## src/rtl/aidc_lite_comp_select_pkg.sv

```systemverilog
// Shared definitions for the compressor-select block.
//   BUF_AW / LEN_W : default buffer address width and length field width
//   alg_e          : algorithm identifiers carried in sel_o and the header
//   state_e        : output-stream FSM states
package aidc_lite_comp_select_pkg;

  localparam int unsigned BUF_AW = 4;
  localparam int unsigned LEN_W  = 5;

  typedef enum logic [1:0] {
    ALG_SR   = 2'd0,
    ALG_ZRLE = 2'd1,
    ALG_BPC  = 2'd2,
    ALG_RAW  = 2'd3
  } alg_e;

  typedef enum logic [2:0] {
    ST_IDLE,
    ST_HDR,
    ST_FETCH,
    ST_LO,
    ST_HI
  } state_e;

endpackage

```

## src/rtl/aidc_lite_comp_select_argmin.sv

```systemverilog
// Combinational 3-way selector: picks the shortest usable compressor output.
//   fail       : per-compressor unusable flag
//   len0..len2 : compressed lengths in 64-bit words
//   sel        : winning algorithm id (ALG_RAW when none is usable)
//   len        : winning length (0 when none is usable)
module aidc_lite_comp_select_argmin #(
  parameter int unsigned BUF_AW = aidc_lite_comp_select_pkg::BUF_AW,
  parameter int unsigned LEN_W  = aidc_lite_comp_select_pkg::LEN_W
) (
  input  logic [2:0]       fail,
  input  logic [LEN_W-1:0] len0,
  input  logic [LEN_W-1:0] len1,
  input  logic [LEN_W-1:0] len2,
  output logic [1:0]       sel,
  output logic [LEN_W-1:0] len
);
  import aidc_lite_comp_select_pkg::*;

  // An output that fills the whole buffer saves nothing; treat it as failed.
  localparam int unsigned MAX_LEN = 1 << BUF_AW;

  logic [2:0][LEN_W-1:0] lens;
  logic                  found;

  assign lens = {len2, len1, len0};

  // Strict '<' keeps the lowest index on ties.
  always_comb begin
    sel   = ALG_RAW;
    len   = '0;
    found = 1'b0;
    for (int unsigned n = 0; n < 3; n++) begin
      if (!fail[n] && (32'(lens[n]) < MAX_LEN) && (!found || (lens[n] < len))) begin
        found = 1'b1;
        sel   = 2'(n);
        len   = lens[n];
      end
    end
  end

endmodule

```

## src/rtl/aidc_lite_comp_select.sv

```systemverilog
// Chooses the best of three compressor results for a 128-byte block and
// streams a header word followed by the chosen buffer as 32-bit words.
//   clk, rst_n           : clock, asynchronous active-low reset
//   sop_i                : start of block, clears all selection state
//   compN_done/fail/len  : per-compressor completion, failure and length
//   raddr_o              : read address shared by the three buffers
//   bufN_rdata_i         : buffer data for the previous cycle's raddr_o
//   ready_o/rden_i       : output word valid / consumer pop
//   rdata_o              : header then payload words (0 when not ready)
//   sel_o                : selected algorithm
//   busy_o               : block selected and not yet fully popped
module aidc_lite_comp_select #(
  parameter int unsigned BUF_AW = aidc_lite_comp_select_pkg::BUF_AW,
  parameter int unsigned LEN_W  = aidc_lite_comp_select_pkg::LEN_W
) (
  input  logic              clk,
  input  logic              rst_n,
  input  logic              sop_i,
  input  logic              comp0_done_i,
  input  logic              comp0_fail_i,
  input  logic [LEN_W-1:0]  comp0_len_i,
  input  logic              comp1_done_i,
  input  logic              comp1_fail_i,
  input  logic [LEN_W-1:0]  comp1_len_i,
  input  logic              comp2_done_i,
  input  logic              comp2_fail_i,
  input  logic [LEN_W-1:0]  comp2_len_i,
  output logic [BUF_AW-1:0] raddr_o,
  input  logic [63:0]       buf0_rdata_i,
  input  logic [63:0]       buf1_rdata_i,
  input  logic [63:0]       buf2_rdata_i,
  output logic              ready_o,
  input  logic              rden_i,
  output logic [31:0]       rdata_o,
  output logic [1:0]        sel_o,
  output logic              busy_o
);
  import aidc_lite_comp_select_pkg::*;

  state_e           state;
  logic             armed;
  logic [LEN_W-1:0] len_q;
  logic [1:0]       arg_sel;
  logic [LEN_W-1:0] arg_len;
  logic             all_done;
  logic             last_entry;
  logic [63:0]      buf_data;
  logic [31:0]      header;

  aidc_lite_comp_select_argmin #(
    .BUF_AW (BUF_AW),
    .LEN_W  (LEN_W)
  ) u_argmin (
    .fail ({comp2_fail_i, comp1_fail_i, comp0_fail_i}),
    .len0 (comp0_len_i),
    .len1 (comp1_len_i),
    .len2 (comp2_len_i),
    .sel  (arg_sel),
    .len  (arg_len)
  );

  assign all_done   = comp0_done_i & comp1_done_i & comp2_done_i;
  assign last_entry = (32'(raddr_o) + 32'd1) == 32'(len_q);

  always_comb begin
    case (sel_o)
      2'd0:    buf_data = buf0_rdata_i;
      2'd1:    buf_data = buf1_rdata_i;
      2'd2:    buf_data = buf2_rdata_i;
      default: buf_data = '0;
    endcase
  end

  always_comb begin
    header              = '0;
    header[31:30]       = sel_o;
    header[LEN_W-1:0]   = len_q;
  end

  // Payload comes straight from the buffer read port; the FETCH bubble gives
  // the buffer one cycle to present the entry at the new address.
  always_comb begin
    case (state)
      ST_HDR:  rdata_o = header;
      ST_LO:   rdata_o = buf_data[31:0];
      ST_HI:   rdata_o = buf_data[63:32];
      default: rdata_o = '0;
    endcase
  end

  // Done levels stay high after the block is streamed, so 'armed' limits
  // selection to once per sop_i (or reset).
  always_ff @(posedge clk or negedge rst_n) begin
    if (!rst_n) begin
      state   <= ST_IDLE;
      armed   <= 1'b1;
      len_q   <= '0;
      raddr_o <= '0;
      sel_o   <= '0;
      ready_o <= 1'b0;
      busy_o  <= 1'b0;
    end else if (sop_i) begin
      state   <= ST_IDLE;
      armed   <= 1'b1;
      len_q   <= '0;
      raddr_o <= '0;
      sel_o   <= '0;
      ready_o <= 1'b0;
      busy_o  <= 1'b0;
    end else begin
      case (state)
        ST_IDLE: begin
          if (armed && all_done) begin
            state   <= ST_HDR;
            armed   <= 1'b0;
            sel_o   <= arg_sel;
            len_q   <= arg_len;
            raddr_o <= '0;
            ready_o <= 1'b1;
            busy_o  <= 1'b1;
          end
        end
        ST_HDR: begin
          if (rden_i) begin
            ready_o <= 1'b0;
            if (len_q == '0) begin
              state  <= ST_IDLE;
              busy_o <= 1'b0;
            end else begin
              state <= ST_FETCH;
            end
          end
        end
        ST_FETCH: begin
          state   <= ST_LO;
          ready_o <= 1'b1;
        end
        ST_LO: begin
          if (rden_i) state <= ST_HI;
        end
        ST_HI: begin
          if (rden_i) begin
            ready_o <= 1'b0;
            if (last_entry) begin
              state  <= ST_IDLE;
              busy_o <= 1'b0;
            end else begin
              state   <= ST_FETCH;
              raddr_o <= raddr_o + 1'b1;
            end
          end
        end
        default: begin
          state   <= ST_IDLE;
          ready_o <= 1'b0;
          busy_o  <= 1'b0;
        end
      endcase
    end
  end

endmodule

```

## config.mk

```make
export PLATFORM = sky130hd
export DESIGN_NAME = aidc_lite_comp_select
export DESIGN_NICKNAME = d
export VERILOG_FILES = /design/src/rtl/aidc_lite_comp_select_pkg.sv /design/src/rtl/aidc_lite_comp_select_argmin.sv /design/src/rtl/aidc_lite_comp_select.sv
export SDC_FILE = /design/constraint.sdc
export NUM_CORES = 1
export LEC_CHECK = 0
export CAP_MARGIN = 25
export CORE_MARGIN = 4
export CORE_UTILIZATION = 33
export DETAILED_ROUTE_END_ITERATION = 6
export PLACE_DENSITY = 0.82
export SYNTH_ARGS = -nofsm -noshare
export SYNTH_HDL_FRONTEND = slang
export SYNTH_SLANG_ARGS = --single-unit
```

## constraint.sdc

```tcl
create_clock -name clk -period 2.5 [get_ports clk]
set_input_delay 0.5 -clock clk [delete_from_list [all_inputs] [get_ports clk]]
set_output_delay 0.5 -clock clk [all_outputs]
set_load 0.005 [all_outputs]
```

* After elaboration in Yosys (flattened, before gate mapping)
Cells that the tools add are included.
** Storage, ports and cells
- Flip-flop bits (word level) :: 17
- Input port bits :: 217
- Output and inout port bits :: 40
- Logic and storage cells :: 101
** Operators by class
- Add/subtract/negate cells :: 2
- $lt $le $gt $ge :: 5
- Equality and inequality tests :: 17
- Muxes and demuxes :: 42
- Bitwise operators :: 2
- Reductions and logical operators :: 26
** Operators by type and width (number)
- 64-bit case mux with 3 select lines :: 1
- 32-bit case mux with 3 select lines :: 1
- 5-bit 2-to-1 mux :: 6
- 3-bit inequality test, second input constant :: 7
- 2-bit 2-to-1 mux :: 8
- 4-bit 2-to-1 mux :: 4
- 5-bit less-than comparator, second input constant :: 3
- 3-bit 2-to-1 mux :: 5
- 3-bit case mux with 5 select lines :: 1
- 1-bit 2-to-1 mux :: 13
- 5-bit less-than comparator :: 2
- 1-bit case mux with 4 select lines :: 2
- 4-bit case mux with 2 select lines :: 1
- 4-bit AND reduction :: 2
- 3-bit by 2-bit equality test with 1-bit output, second input constant :: 2
- 1-bit logical AND :: 6
- 6-bit AND reduction :: 1
- 4-bit by 1-bit adder with 5-bit output, second input constant :: 1
- 5-bit equality test :: 1
- 1-bit zero test :: 5
- 5-bit zero test :: 1
- 4-bit by 1-bit adder with 4-bit output, second input constant :: 1
- 2-bit nonzero test :: 2
- 2-bit OR reduction :: 2
- 14 further kinds :: 16

* Longest topological paths before layout
- Word-level depth :: 14
- Mapped depth :: 13
- Depth with buffers taken out :: 13

* Modules after synthesis
From an unflattened synthesis, not the netlist that was laid out.
** Unflattened totals
- Cell total of the unflattened synthesis :: 440
- Area, all modules :: 3108.0 µm²
** Modules (own cells, without submodules)
- aidc_lite_comp_select :: instances 1, cells an instance 383, area each 2668.8 µm², sequential area each 426.7 µm²
- aidc_lite_comp_select_argmin :: instances 1, cells an instance 57, area each 439.2 µm², sequential area each 0.0 µm²

* Worst setup path before layout
OpenSTA, ideal clock, no wires.
- Kind :: input to register
- From :: input comp0_fail_i
- To :: register len_q[0]
- Setup time :: 101 ps
- Data arrival time :: 3336 ps
- Required time :: 2399 ps
- Slack :: -937 ps
- Stages :: 13
- Path through :: nor2_1 -> nand2_1 -> ha_1 -> a2111oi_2 -> o21a_1 -> nand2b_1 -> a32oi_1 -> ha_1 -> a21o_1 -> a2111o_1 -> a21oi_1 -> nor2_1 -> o32ai_1
** Between the ends
- Word-level cells in the longest chain between the ends :: 14
- Elaborated cells between the ends (all ways) :: 18
** Ends and longest elaborated chain
- start, declared :: line aidc_lite_comp_select.sv:20 : input logic comp0_fail_i,
- 1-bit zero test * :: line aidc_lite_comp_select_argmin.sv:33 : if (!fail[n] && (32'(lens[n]) < MAX_LEN) && (!found || (lens[n] < len))) begin
- 1-bit logical AND * :: line aidc_lite_comp_select_argmin.sv:33
- 5-bit 2-to-1 mux or 1-bit 2-to-1 mux (tied branches) :: line aidc_lite_comp_select_argmin.sv:33
- 5-bit less-than comparator or 1-bit zero test (tied branches) :: line aidc_lite_comp_select_argmin.sv:33
- 1-bit logical OR :: line aidc_lite_comp_select_argmin.sv:33
- 1-bit logical AND :: line aidc_lite_comp_select_argmin.sv:33
- 5-bit 2-to-1 mux or 1-bit 2-to-1 mux (tied branches) :: line aidc_lite_comp_select_argmin.sv:33
- 5-bit less-than comparator or 1-bit zero test (tied branches) :: line aidc_lite_comp_select_argmin.sv:33
- 1-bit logical OR :: line aidc_lite_comp_select_argmin.sv:33
- 1-bit logical AND :: line aidc_lite_comp_select_argmin.sv:33
- 5-bit 2-to-1 mux * :: line aidc_lite_comp_select_argmin.sv:33
- 5-bit 2-to-1 mux * :: line aidc_lite_comp_select.sv:113 : if (armed && all_done) begin
- 5-bit 2-to-1 mux * :: line aidc_lite_comp_select.sv:111 : case (state)
- 5-bit 2-to-1 mux * :: line aidc_lite_comp_select.sv:102 : end else if (sop_i) begin
- end signal, assigned :: line aidc_lite_comp_select.sv:117 : len_q <= arg_len;
- end, declared :: line aidc_lite_comp_select.sv:42 : logic [LEN_W-1:0] len_q;
Mark *: on every way between the ends. The rest lies on a longest branch, timed or not. The select of a mux whose other input is x is not followed.
A chain may end at the register's enable or synchronous reset.

* Final worst setup path
- From :: input comp0_fail_i
- To :: register sel_o[0]
** Between the ends
- Word-level cells in the longest chain between the ends :: 14
- Elaborated cells between the ends (all ways) :: 20
** Ends and longest elaborated chain
- 1-bit zero test * :: line aidc_lite_comp_select_argmin.sv:33
- 1-bit logical AND * :: line aidc_lite_comp_select_argmin.sv:33
- 5-bit 2-to-1 mux or 1-bit 2-to-1 mux (tied branches) :: line aidc_lite_comp_select_argmin.sv:33
- 5-bit less-than comparator or 1-bit zero test (tied branches) :: line aidc_lite_comp_select_argmin.sv:33
- 1-bit logical OR :: line aidc_lite_comp_select_argmin.sv:33
- 1-bit logical AND :: line aidc_lite_comp_select_argmin.sv:33
- 5-bit 2-to-1 mux or 1-bit 2-to-1 mux (tied branches) :: line aidc_lite_comp_select_argmin.sv:33
- 5-bit less-than comparator or 1-bit zero test (tied branches) :: line aidc_lite_comp_select_argmin.sv:33
- 1-bit logical OR :: line aidc_lite_comp_select_argmin.sv:33
- 1-bit logical AND :: line aidc_lite_comp_select_argmin.sv:33
- 2-bit 2-to-1 mux * :: line aidc_lite_comp_select_argmin.sv:33
- 2-bit 2-to-1 mux * :: line aidc_lite_comp_select.sv:113
- 2-bit 2-to-1 mux * :: line aidc_lite_comp_select.sv:111
- 2-bit 2-to-1 mux * :: line aidc_lite_comp_select.sv:102
- end signal, assigned :: line aidc_lite_comp_select.sv:116 : sel_o <= arg_sel;
- end, declared :: line aidc_lite_comp_select.sv:35 : output logic [1:0] sel_o,
Marked as above.

==> metrics.md <==
| Metric | Value |
|---|---|
| Status | finished with violations |
| Failing checks | setup timing |
| Most common cell after layout, fill and taps aside | clkdlybuf4s50_1 |
| Ports | 257 |
| Global-route wire length before repair | 25.7 mm |
| Maximum vdd drop | 0.162 mV |
| Register area | 432 µm² |
| Final Critical Period | 3.20 ns |
| Remaining Overflow, GRT | 0 |
| HP Class | reg -> reg |
| Area Overhead vs Synth | 108% |
| Max-Cap Viols | 0 |
| Setup violators final | 6 |
| Post-route clock skew | 0.00123 ns |
| Drt via density | 5.68 |
| Yosys reg bits | 17 |
| Async S/R FF share, synth | 100% |
| Num CTS Buffers | 3 |
| Max Fanout on Critical Path | 4 |
| Share of post-route cells with drive strength above 1 | 17.6% |
| Leakage | 2.50 nW |
| Routed Antenna Nets | 0 |
| Crit end category | flop |
| Root buf cell | clkbuf_8 |
| WL/cell | 20.5 µm |
| Top cell family by delay on the critical path | compound AO/OA/AOI/OAI gates |
| Dpl hpwl | 13.3 mm |
| Vias in the first global route | 4721 |
| Tcrit/Tclk final | 128% |
| Clk buf depth | 2 |
| Power Total | 0.00138 W |
| Crit-path cells | buf_8, nor2_4, nand2_1, ha_2, a2111oi_4, o21a_1, nand2b_4, a32oi_4, ha_4, a21o_1, a2111o_1, a21oi_4, buf_4, a21oi_2, a32o_1 |
| Total GRT Usage | 28.8% |
| Netlist Area Pre-Place | 0.00308 mm² |
| Synth Area per Inst | 6.98 µm² |
| Critical Path RT | 2.64 ns |
| Pwr dens | 215 mW/mm² |
| Multi-input gate area | 0.00273 mm² |
| Total core area | 0.00915 mm² |
| Final wirelength | 17.2 mm |
| Final WS setup | -0.703 ns |
| GPL Wtd Cong | 1.00 |
| Buffers and inverters on the worst path | 2 |
| Critical path's largest stage delay | 0.40 ns |
| # DRC | 0 |
| CTS hold repair buffers | 0 |
| Fin nets | 953 |
| Kind of critical path | in -> reg |
| RSZ-0062 raised after global routing | yes |
| Pin count of the biggest net entering global routing | 56 |
| Max_slew headroom | 48.2% |
| Die Ht | 105 µm |
| Die Area | 0.0110 mm² |
| Worst reg-to-reg setup slack | 0.30 ns |
| Initial antenna violation count | 0 |
| IO buf count | 256 |
| Post-Syn Instances | 442 |
| Filler cells | 740 |
| Crit path arrival time | 3.34 ns |
| Measured slew at the worst slew-check pin | 0.774 ns |
| Hold Violations, Final | 0 |
| Slew Limit Fails | 0 |
| Critical path's slowest cell | a2111o_1 |
| Crit start category | input port |
| Site row count | 35 |
| F_max | 312 MHz |
| Final cell count without fillers | 837 |
| Sequential area share after synthesis | 13.8% |
| Yosys synthesis warning count | 0 |
| Antenna diode count | 0 |
| Total placed cells including tap cells | 822 |
| CTS tree | yes |
| Initial Util | 33.7% |
| H-tree Lvls | 1 |
| Worst skew pair latency | 0.25 ns |
| Ys flop type | dfrtp_1 |
| Die Wd | 105 µm |
| Post-synth EDFFs | 0 |
| Cell variety after synth | 54 |
| Most frequent cells in the layout | clkdlybuf4s50_1 (214), nor2_1 (70), a21oi_1 (62) |
| DRT iter0 DRCs | 303 |
| Clk sinks | 17 |
| Drt pass-1 iters | 5 |
| Vias | 4752 |
| Clk slew on worst S/H paths | 0.07 ns |
## layout make-up
class | instances | share of cell area (%)
repair buffers | 315 | 47.4
flip-flops and latches | 17 | 6.74
inverters | 7 | 0.410
multi-input cells | 383 | 42.6
clock buffers | 4 | 0.703
well taps | 111 | 2.17
## state kept, by name, summed over array words and instances (netlist names)
| name | count |
|---|---|
| armed | 1 |
| busy_o | 1 |
| len_q | 5 |
| raddr_o | 4 |
| ready_o | 1 |
| sel_o | 2 |
| state | 3 |
## per-stage QoR
| stage | cell area, µm² | hold slack [ns] | setup TNS (ns) | worst slack (ns) | utilization, % |
|---|---|---|---|---|---|
| final | 6410 | 0.474 | -3.95 | -0.703 | 70.0 |
| after global routing | 6410 | 0.494 | -4.51 | -0.797 | 70.0 |
| after CTS | 6350 | 0.472 | -3.88 | -0.699 | 69.4 |
| after detailed placement | 6130 | 0.460 | -8.18 | -1.31 | 67.0 |
| after global placement | 6130 | 0.457 | -7.29 | -1.16 | 67.0 |
| after floorplan | 3120 | 0.204 | -3.43 | -0.602 | - |
## power by group
part           switching (W)  total [W]  leakage, nW  internal, W
Sequential         0.0000122   0.000297        0.228     0.000285
Clock              0.0000922   0.000205       0.0228     0.000113
Combinational       0.000338   0.000877         2.25     0.000539
Total               0.000442    0.00138         2.50     0.000936
## cells in the mapped netlist, types with 2 or more instances
cell	instances	area [µm²]
nand2b_1	2	12.5
a21oi_1	70	350
nor3b_1	3	22.5
buf_2	9	45.0
clkbuf_1	23	86.3
a32oi_1	4	35.0
o211ai_1	11	82.6
mux2i_1	63	631
o21a_1	4	30.0
nor3_1	2	10.0
nor2_1	72	270
nor4_1	4	25.0
xor2_1	2	17.5
ha_1	9	113
nand4_1	2	12.5
a21o_1	2	15.0
inv_1	7	26.3
a2111o_1	2	22.5
or3b_2	2	17.5
and4_1	2	17.5
o221ai_1	3	26.3
o22ai_1	34	213
nand3b_1	3	22.5
buf_1	4	15.0
xnor2_1	3	26.3
o21ai_0	16	80.1
nand3_1	3	15.0
nand2_1	25	93.8
a31oi_1	8	50.1
nor2b_1	5	31.3
dfrtp_1	16	400
a32o_1	2	20.0
or2_2	4	25.0
## timing repair
action,4_1_cts,5_1_grt
setup buffers,6,4
gates resized for setup,81,53
gates cloned,1,1
pin swaps,20,12
endpoints found under the setup margin,38,35
## routing by layer
layer  global-route usage (%)  part of all wire (%)  vias up
met1                     34.6                    38     2218
met5                        0                     0        -
met3                     9.08                    11       22
met2                     51.0                    50      287
met4                     4.97                   1.4        0
li1                         -                     -     2225
## path summary, 6_finish.rpt
kind	end	start	cells past startpoint
worst max-delay path	sel_o[0]	comp0_fail_i	15
worst min-delay path	armed	armed	2
worst max register to register	state[1]	raddr_o[0]	6
worst min register to register	armed	armed	2
max in group asynchronous	sel_o[0]	rst_n	1
min in group asynchronous	raddr_o[2]	rst_n	1
## worst min-delay path, delay by kind of cell (launching register included)
family           cells  cell delay (ns)
flip-flops           1             0.38
AND/OR/NAND/NOR      2             0.10
## cells by family (layout without fill, tap and decap cells)
group                    after synthesis  after routing  synth area share [%]
AO/OA/AOI/OAI                        166            166                  33.8
XOR/XNOR                               5              5                  1.42
adder cells (fa/ha/maj)                9              9                  3.65
buffers and inverters                 43            326                  5.60
flip-flops                            17             17                  13.8
multiplexers                          64             64                  20.8
other                                  1              2                 0.122
AND/OR/NAND/NOR                      137            137                  20.8
Note: power is estimated with default switching activity, not from simulation.
